===== config.mk =====
export PLATFORM = sky130hd
export DESIGN_NAME = bus_arbiter
export DESIGN_NICKNAME = d
export VERILOG_FILES = /design/src/rtl/bus_arbiter.sv
export SDC_FILE = /design/constraint.sdc
export NUM_CORES = 1
export LEC_CHECK = 0
export ABC_CLOCK_PERIOD_IN_PS = 5700
export CAP_MARGIN = 20
export CORE_ASPECT_RATIO = 1.5
export CORE_MARGIN = 8
export CORE_UTILIZATION = 44
export CTS_CLUSTER_DIAMETER = 30
export CTS_CLUSTER_SIZE = 12
export DETAILED_ROUTE_END_ITERATION = 8
export PLACE_DENSITY = 0.84
export SLEW_MARGIN = 30
export SYNTH_ARGS = -nofsm -noshare
export SYNTH_HDL_FRONTEND = slang
export SYNTH_SLANG_ARGS = --single-unit

===== constraint.sdc =====
create_clock -name clk -period 5.7 [get_ports clk]
set_input_delay 0.57 -clock clk [delete_from_list [all_inputs] [get_ports clk]]
set_output_delay 0.57 -clock clk [all_outputs]
set_load 0.02 [all_outputs]

===== src/rtl/bus_arbiter.sv =====
// Two-requester system-bus arbiter: round-robin grant between core and debug,
// one latched transaction at a time, with bus error and timeout reporting.
module bus_arbiter #(
   parameter int AddrWidth     = 32,
   parameter int DataWidth     = 32,
   parameter int TimeoutCycles = 255
) (
   input  logic                 clk,
   input  logic                 rst,
   input  logic                 core_rd,
   input  logic                 core_wr,
   input  logic [AddrWidth-1:0] core_addr,
   input  logic [DataWidth-1:0] core_wdata,
   input  logic [2:0]           core_size,
   output logic [DataWidth-1:0] core_rdata,
   output logic                 core_done,
   output logic                 core_fault,
   input  logic                 dbg_rd,
   input  logic                 dbg_wr,
   input  logic [AddrWidth-1:0] dbg_addr,
   input  logic [DataWidth-1:0] dbg_wdata,
   input  logic [2:0]           dbg_size,
   output logic [DataWidth-1:0] dbg_rdata,
   output logic                 dbg_done,
   output logic                 dbg_fault,
   output logic                 bus_rd,
   output logic                 bus_wr,
   output logic [AddrWidth-1:0] bus_addr,
   output logic [DataWidth-1:0] bus_wdata,
   output logic [2:0]           bus_size,
   input  logic [DataWidth-1:0] bus_rdata,
   input  logic                 bus_ack,
   input  logic                 bus_err,
   output logic                 owner_dbg
);

   localparam int CntWidth = (TimeoutCycles < 2) ? 1 : $clog2(TimeoutCycles + 1);
   localparam logic [CntWidth-1:0] CntLast = CntWidth'(TimeoutCycles - 1);

   typedef enum logic [1:0] {
      IDLE = 2'd0,
      BUSY = 2'd1,
      RESP = 2'd2
   } state_t;

   state_t               state_q, state_d;
   logic                 owner_dbg_q, owner_dbg_d;
   logic                 last_dbg_q, last_dbg_d;
   logic                 rd_q, rd_d;
   logic                 wr_q, wr_d;
   logic [AddrWidth-1:0] addr_q, addr_d;
   logic [DataWidth-1:0] wdata_q, wdata_d;
   logic [2:0]           size_q, size_d;
   logic [CntWidth-1:0]  cnt_q, cnt_d;
   logic [DataWidth-1:0] rdata_q, rdata_d;
   logic                 fault_q, fault_d;

   logic core_act, dbg_act, grant_dbg;
   logic busy, resp, illegal;

   assign core_act  = core_rd | core_wr;
   assign dbg_act   = dbg_rd | dbg_wr;
   // Debug wins only when alone, or on a tie when core was granted last.
   assign grant_dbg = dbg_act & (~core_act | ~last_dbg_q);
   assign illegal   = rd_q & wr_q;

   always_comb begin
      state_d     = state_q;
      owner_dbg_d = owner_dbg_q;
      last_dbg_d  = last_dbg_q;
      rd_d        = rd_q;
      wr_d        = wr_q;
      addr_d      = addr_q;
      wdata_d     = wdata_q;
      size_d      = size_q;
      cnt_d       = cnt_q;
      rdata_d     = rdata_q;
      fault_d     = fault_q;
      case (state_q)
         IDLE: begin
            if (core_act | dbg_act) begin
               owner_dbg_d = grant_dbg;
               last_dbg_d  = grant_dbg;
               rd_d        = grant_dbg ? dbg_rd    : core_rd;
               wr_d        = grant_dbg ? dbg_wr    : core_wr;
               addr_d      = grant_dbg ? dbg_addr  : core_addr;
               wdata_d     = grant_dbg ? dbg_wdata : core_wdata;
               size_d      = grant_dbg ? dbg_size  : core_size;
               cnt_d       = '0;
               state_d     = BUSY;
            end
         end
         BUSY: begin
            if (illegal || bus_err) begin
               fault_d = 1'b1;
               rdata_d = '0;
               state_d = RESP;
            end else if (bus_ack) begin
               fault_d = 1'b0;
               rdata_d = wr_q ? '0 : bus_rdata;
               state_d = RESP;
            end else if (cnt_q == CntLast) begin
               fault_d = 1'b1;
               rdata_d = '0;
               state_d = RESP;
            end else begin
               cnt_d = cnt_q + CntWidth'(1);
            end
         end
         RESP: begin
            state_d = IDLE;
         end
         default: begin
            state_d = IDLE;
         end
      endcase
   end

   always_ff @(posedge clk or posedge rst) begin
      if (rst) begin
         state_q     <= IDLE;
         owner_dbg_q <= 1'b0;
         last_dbg_q  <= 1'b1;
         rd_q        <= 1'b0;
         wr_q        <= 1'b0;
         addr_q      <= '0;
         wdata_q     <= '0;
         size_q      <= '0;
         cnt_q       <= '0;
         rdata_q     <= '0;
         fault_q     <= 1'b0;
      end else begin
         state_q     <= state_d;
         owner_dbg_q <= owner_dbg_d;
         last_dbg_q  <= last_dbg_d;
         rd_q        <= rd_d;
         wr_q        <= wr_d;
         addr_q      <= addr_d;
         wdata_q     <= wdata_d;
         size_q      <= size_d;
         cnt_q       <= cnt_d;
         rdata_q     <= rdata_d;
         fault_q     <= fault_d;
      end
   end

   // Every output decodes registered state only, so strobes fall the cycle after ack/err.
   assign busy      = (state_q == BUSY);
   assign resp      = (state_q == RESP);
   assign bus_rd    = busy & rd_q & ~wr_q;
   assign bus_wr    = busy & wr_q & ~rd_q;
   assign bus_addr  = busy ? addr_q  : '0;
   assign bus_wdata = busy ? wdata_q : '0;
   assign bus_size  = busy ? size_q  : '0;
   assign owner_dbg = (state_q != IDLE) & owner_dbg_q;

   assign core_done  = resp & ~owner_dbg_q;
   assign core_rdata = core_done ? rdata_q : '0;
   assign core_fault = core_done & fault_q;
   assign dbg_done   = resp & owner_dbg_q;
   assign dbg_rdata  = dbg_done ? rdata_q : '0;
   assign dbg_fault  = dbg_done & fault_q;

endmodule


==> out/summary.txt <==
======================================================================================================
Ordered cell list for the critical path ................................................. nor2b_4, buf_4, and2_1, clkdlybuf4s50_1
Number of cells in the design after placement ...........................................         1071
Worst-margin pin slew ...................................................................     0.854 ns
FILL cells ..............................................................................         1068
Vertical die dimension ..................................................................       161 um
Remaining DRCs ..........................................................................            0
Largest area contributor in the synthesized netlist ..................................... sky130_fd_sc_hd__dfrtp_1
Fraction of post-synthesis cell area in the top cell type by area .......................        45.6%
Footprint of the multi-input gates ......................................................   3090 sq um
Pint ....................................................................................      2.55 mW
Fraction of the mapped netlist area in simple logic gates ...............................        24.5%
Number of failing setup endpoints in the final timing report ............................            0
Wire length of the first global-routing pass ............................................     31000 um
Critical path endpoint category ......................................................... primary output
Drt pass-1 iters ........................................................................            4
Sequential group share of total power ...................................................        31.8%
Final period demand of the worst path ...................................................      3.49 ns
Die Span X ..............................................................................       113 um
Global Route Usage Sum ..................................................................        22.0%
Yosys cell types ........................................................................           43
Worst Skew ..............................................................................   0.00903 ns
Fraction of registers with async set/reset ..............................................         100%
Clock transition at the register clock pins on the worst setup and hold paths after CTS .      0.05 ns
Nets ....................................................................................         1101
Post-synthesis mux area share ...........................................................        10.8%
# port buffers ..........................................................................          311
Number of standard cells after synthesis ................................................          638
Worst Path Required .....................................................................      5.13 ns
Post-route cell area ....................................................................   9880 sq um
Fraction of final layout cells with drive strength greater than 1 .......................        6.08%
Lkg Pwr .................................................................................      4.53 nW
Post-CTS Hold Fix Bufs ..................................................................            0
Result of the run ....................................................................... finished clean
Buf+Inv Stages, Crit Path ...............................................................            2
Vias post-DR ............................................................................         5619
Die outline area ........................................................................  18200 sq um
IO Pins .................................................................................          312
Family with the most delay on the worst path ............................................ buffers and inverters
Post-Syn Nets ...........................................................................          814
Count of H-tree levels built during CTS .................................................            4
Clock Latency Late Sink .................................................................      0.41 ns
DR top layer ............................................................................         met4
Initial Util ............................................................................        44.6%
Critical path fanouts, max ..............................................................           53
DR iter-0 viols .........................................................................          202
Top-count cell post-synth ............................................................... sky130_fd_sc_hd__and2_1
Antenna violations before repair ........................................................            0
Routed WL per cell ......................................................................      18.2 um
Maximum number of pins on one net before global-route repair ............................           94
Total global routing overflow ...........................................................            0
Synth Area in XOR/XNOR ..................................................................       0.141%
Final worst-path setup slack ............................................................      2.21 ns
FF+latch count, synth ...................................................................          114
Max capacitance violation total .........................................................            0
Non-Filler Instances ....................................................................         1103
Setup_tns ...............................................................................         0 ns
Area taken by flip-flops and latches ....................................................   2850 sq um
Max-Slew Margin vs Limit ................................................................        43.0%
Part of the cycle the worst path needs ..................................................        61.3%
Total detailed-routing wirelength .......................................................     20100 um
Delay of the slowest cell on the worst path .............................................      0.68 ns
RePlAce Congestion ......................................................................        0.797
Max Fclk ................................................................................      286 MHz
Count of pins over their slew limit .....................................................            0
Top post-synthesis cells by area ........................................................ sky130_fd_sc_hd__dfrtp_1, sky130_fd_sc_hd__and2_1, sky130_fd_sc_hd__mux2i_1
Tightest Hold Check Type ................................................................   reg -> reg
Number of failing hold endpoints at the final stage .....................................            0
Antenna diode count .....................................................................            0
Main combinational cell family by area after synthesis .................................. simple AND/OR/NAND/NOR gates
Number of nets with antenna violations after detailed routing ...........................            0
Post-synthesis instance area ............................................................   6210 sq um
Number of instances resized during post-cts repair ......................................            0
Area Growth Syn to Fin ..................................................................        59.2%
Synth Area in Adders ....................................................................       0.403%
Number of flops mapped to enable cells by yosys .........................................            0
Clock net sink count ....................................................................          114
CP arrival ..............................................................................      2.92 ns
Type of the worst setup path ............................................................   reg -> out
Via count of the first global-routing pass ..............................................         5672
Combinational group share of total power ................................................        45.9%
Number of vias per cell after detailed routing ..........................................         5.09
Post-Syn Area per Cell ..................................................................   9.73 sq um
Power density over the cells ............................................................  428 nW/um^2
Wire length on met1 .....................................................................      7700 um
Detail Placement HPWL ...................................................................     15400 um
RSZ-0062 raised after global routing ....................................................           no
Met3 routed wirelength ..................................................................      1650 um
Post-place setup slack ..................................................................      2.60 ns
Switching Power .........................................................................      1.68 mW
Total number of yosys warnings ..........................................................            0
Met2 wirelength from detailed routing ...................................................     10200 um
Dominant synthesized flop cell .......................................................... sky130_fd_sc_hd__dfrtp_1
Core area ...............................................................................  13900 sq um
Clock share of power ....................................................................        22.3%
Fraction of the mapped netlist area in compound gates ...................................        13.4%
Total placed instance area ..............................................................   9350 sq um
CTS tree ................................................................................          yes
Root buffer cell ........................................................................ sky130_fd_sc_hd__clkbuf_16
VDD IR max ..............................................................................     0.282 mV
Sequential cell area fraction in the yosys report .......................................        46.0%
Cell with the biggest individual delay on the critical path ............................. sky130_fd_sc_hd__nor2b_4
Fraction of power spent switching nets ..................................................        39.7%
Most used standard cells in the synthesized netlist ..................................... sky130_fd_sc_hd__and2_1, sky130_fd_sc_hd__dfrtp_1, sky130_fd_sc_hd__nand2_1
Kind of start point of the critical path ................................................     register
Number of buffers created by CTS ........................................................           17
Post-CTS setup-driven buffer insertion count ............................................            0
Maximum buffer depth of the clock tree ..................................................            2
Rows ....................................................................................           53
======================================================================================================
## worst paths after layout
| check | start | cells after the start | slack, ns | to |
|---|---|---|---|---|
| worst max-delay path | state_q[0] | 4 | 2.21 | bus_addr[16] |
| worst min-delay path | last_dbg_q | 2 | 0.46 | last_dbg_q |
| worst max register to register | state_q[0] | 5 | 2.87 | cnt_q[4] |
| worst min register to register | last_dbg_q | 2 | 0.46 | last_dbg_q |
| max in group asynchronous | rst | 3 | 3.81 | addr_q[15] |
| min in group asynchronous | rst | 2 | 0.63 | addr_q[14] |
## logic make-up (layout without fill, tap and decap cells)
kind of cell               after synthesis  after routing
and+or+nand+nor                        275            275
AOI/OAI and AO/OA                      122            122
DFF                                    114            114
muxes                                   67             67
buffers and inverters                   57            357
adders and majority gates                2              2
xor gates and xnor gates                 1              1
## routing by layer
metal,up-vias,track usage [%]
li1,2760,-
met2,243,38.7
met5,-,0
met3,31,8.26
met4,0,7.97
met1,2585,23.4
## stage by stage
stage                     hold WS, ns  power [mW]  utilization (%)
after floorplan                 0.438        2.54                -
after global placement          0.452        3.28             67.1
after detailed placement        0.452        3.32             67.1
after CTS                       0.461        4.28             71.0
after global routing            0.478        4.51             71.0
final                           0.460        4.23             71.0
## layout make-up
cell class	instances	share of cell area [%]
timing repair buffer	320	32.2
multi-input combinational	467	31.2
sequential	114	28.9
clock buffer	19	4.48
tap	165	2.09
clock inverter	13	0.912
inverter	5	0.215
## worst register-to-register path: stages, from the launching register on
cell	delay (ns)
sky130_fd_sc_hd__dfrtp_1	0.42
sky130_fd_sc_hd__nor2b_4	0.68
sky130_fd_sc_hd__buf_4	0.57
sky130_fd_sc_hd__o211ai_2	0.36
sky130_fd_sc_hd__and2_1	0.36
sky130_fd_sc_hd__a211o_1	0.32
## layout by cell type, fill, tap and decap left out, drive strengths merged, types with 2 or more instances in the layout
cell / netlist / final
nor3: 2 / 2
clkinv: 0 / 9
inv: 5 / 5
dfrtp: 113 / 113
a31oi: 3 / 3
clkdlybuf4s50: 0 / 311
a21bo: 32 / 32
nand4: 35 / 35
nor2b: 2 / 2
mux2i: 67 / 67
clkbuf: 26 / 19
ha: 2 / 2
o21ai: 71 / 71
nand3: 6 / 6
and2: 134 / 134
nand2: 78 / 78
a211o: 2 / 2
and3: 2 / 2
nor2: 6 / 6
nor3b: 5 / 5
nand2b: 3 / 3
clkinvlp: 0 / 4
a21oi: 4 / 4
buf: 26 / 9
## power groups by stage
| stage | combinational (mW) | clock [mW] | sequential (mW) |
|---|---|---|---|
| floorplan | 1.27 | 0 | 1.26 |
| global placement | 1.93 | 0 | 1.35 |
| detailed placement | 1.96 | 0 | 1.36 |
| CTS | 1.97 | 0.959 | 1.35 |
| global route | 2.12 | 1.00 | 1.39 |
| finish | 1.94 | 0.943 | 1.34 |
## registers in the layout, indices dropped and copies added (netlist names)
signal,cells
fault_q,1
wr_q,1
cnt_q,8
wdata_q,32
rdata_q,32
addr_q,32
state_q,2
owner_dbg_q,1
last_dbg_q,1
rd_q,1
size_q,3
Power figures use the tool's default switching activity.
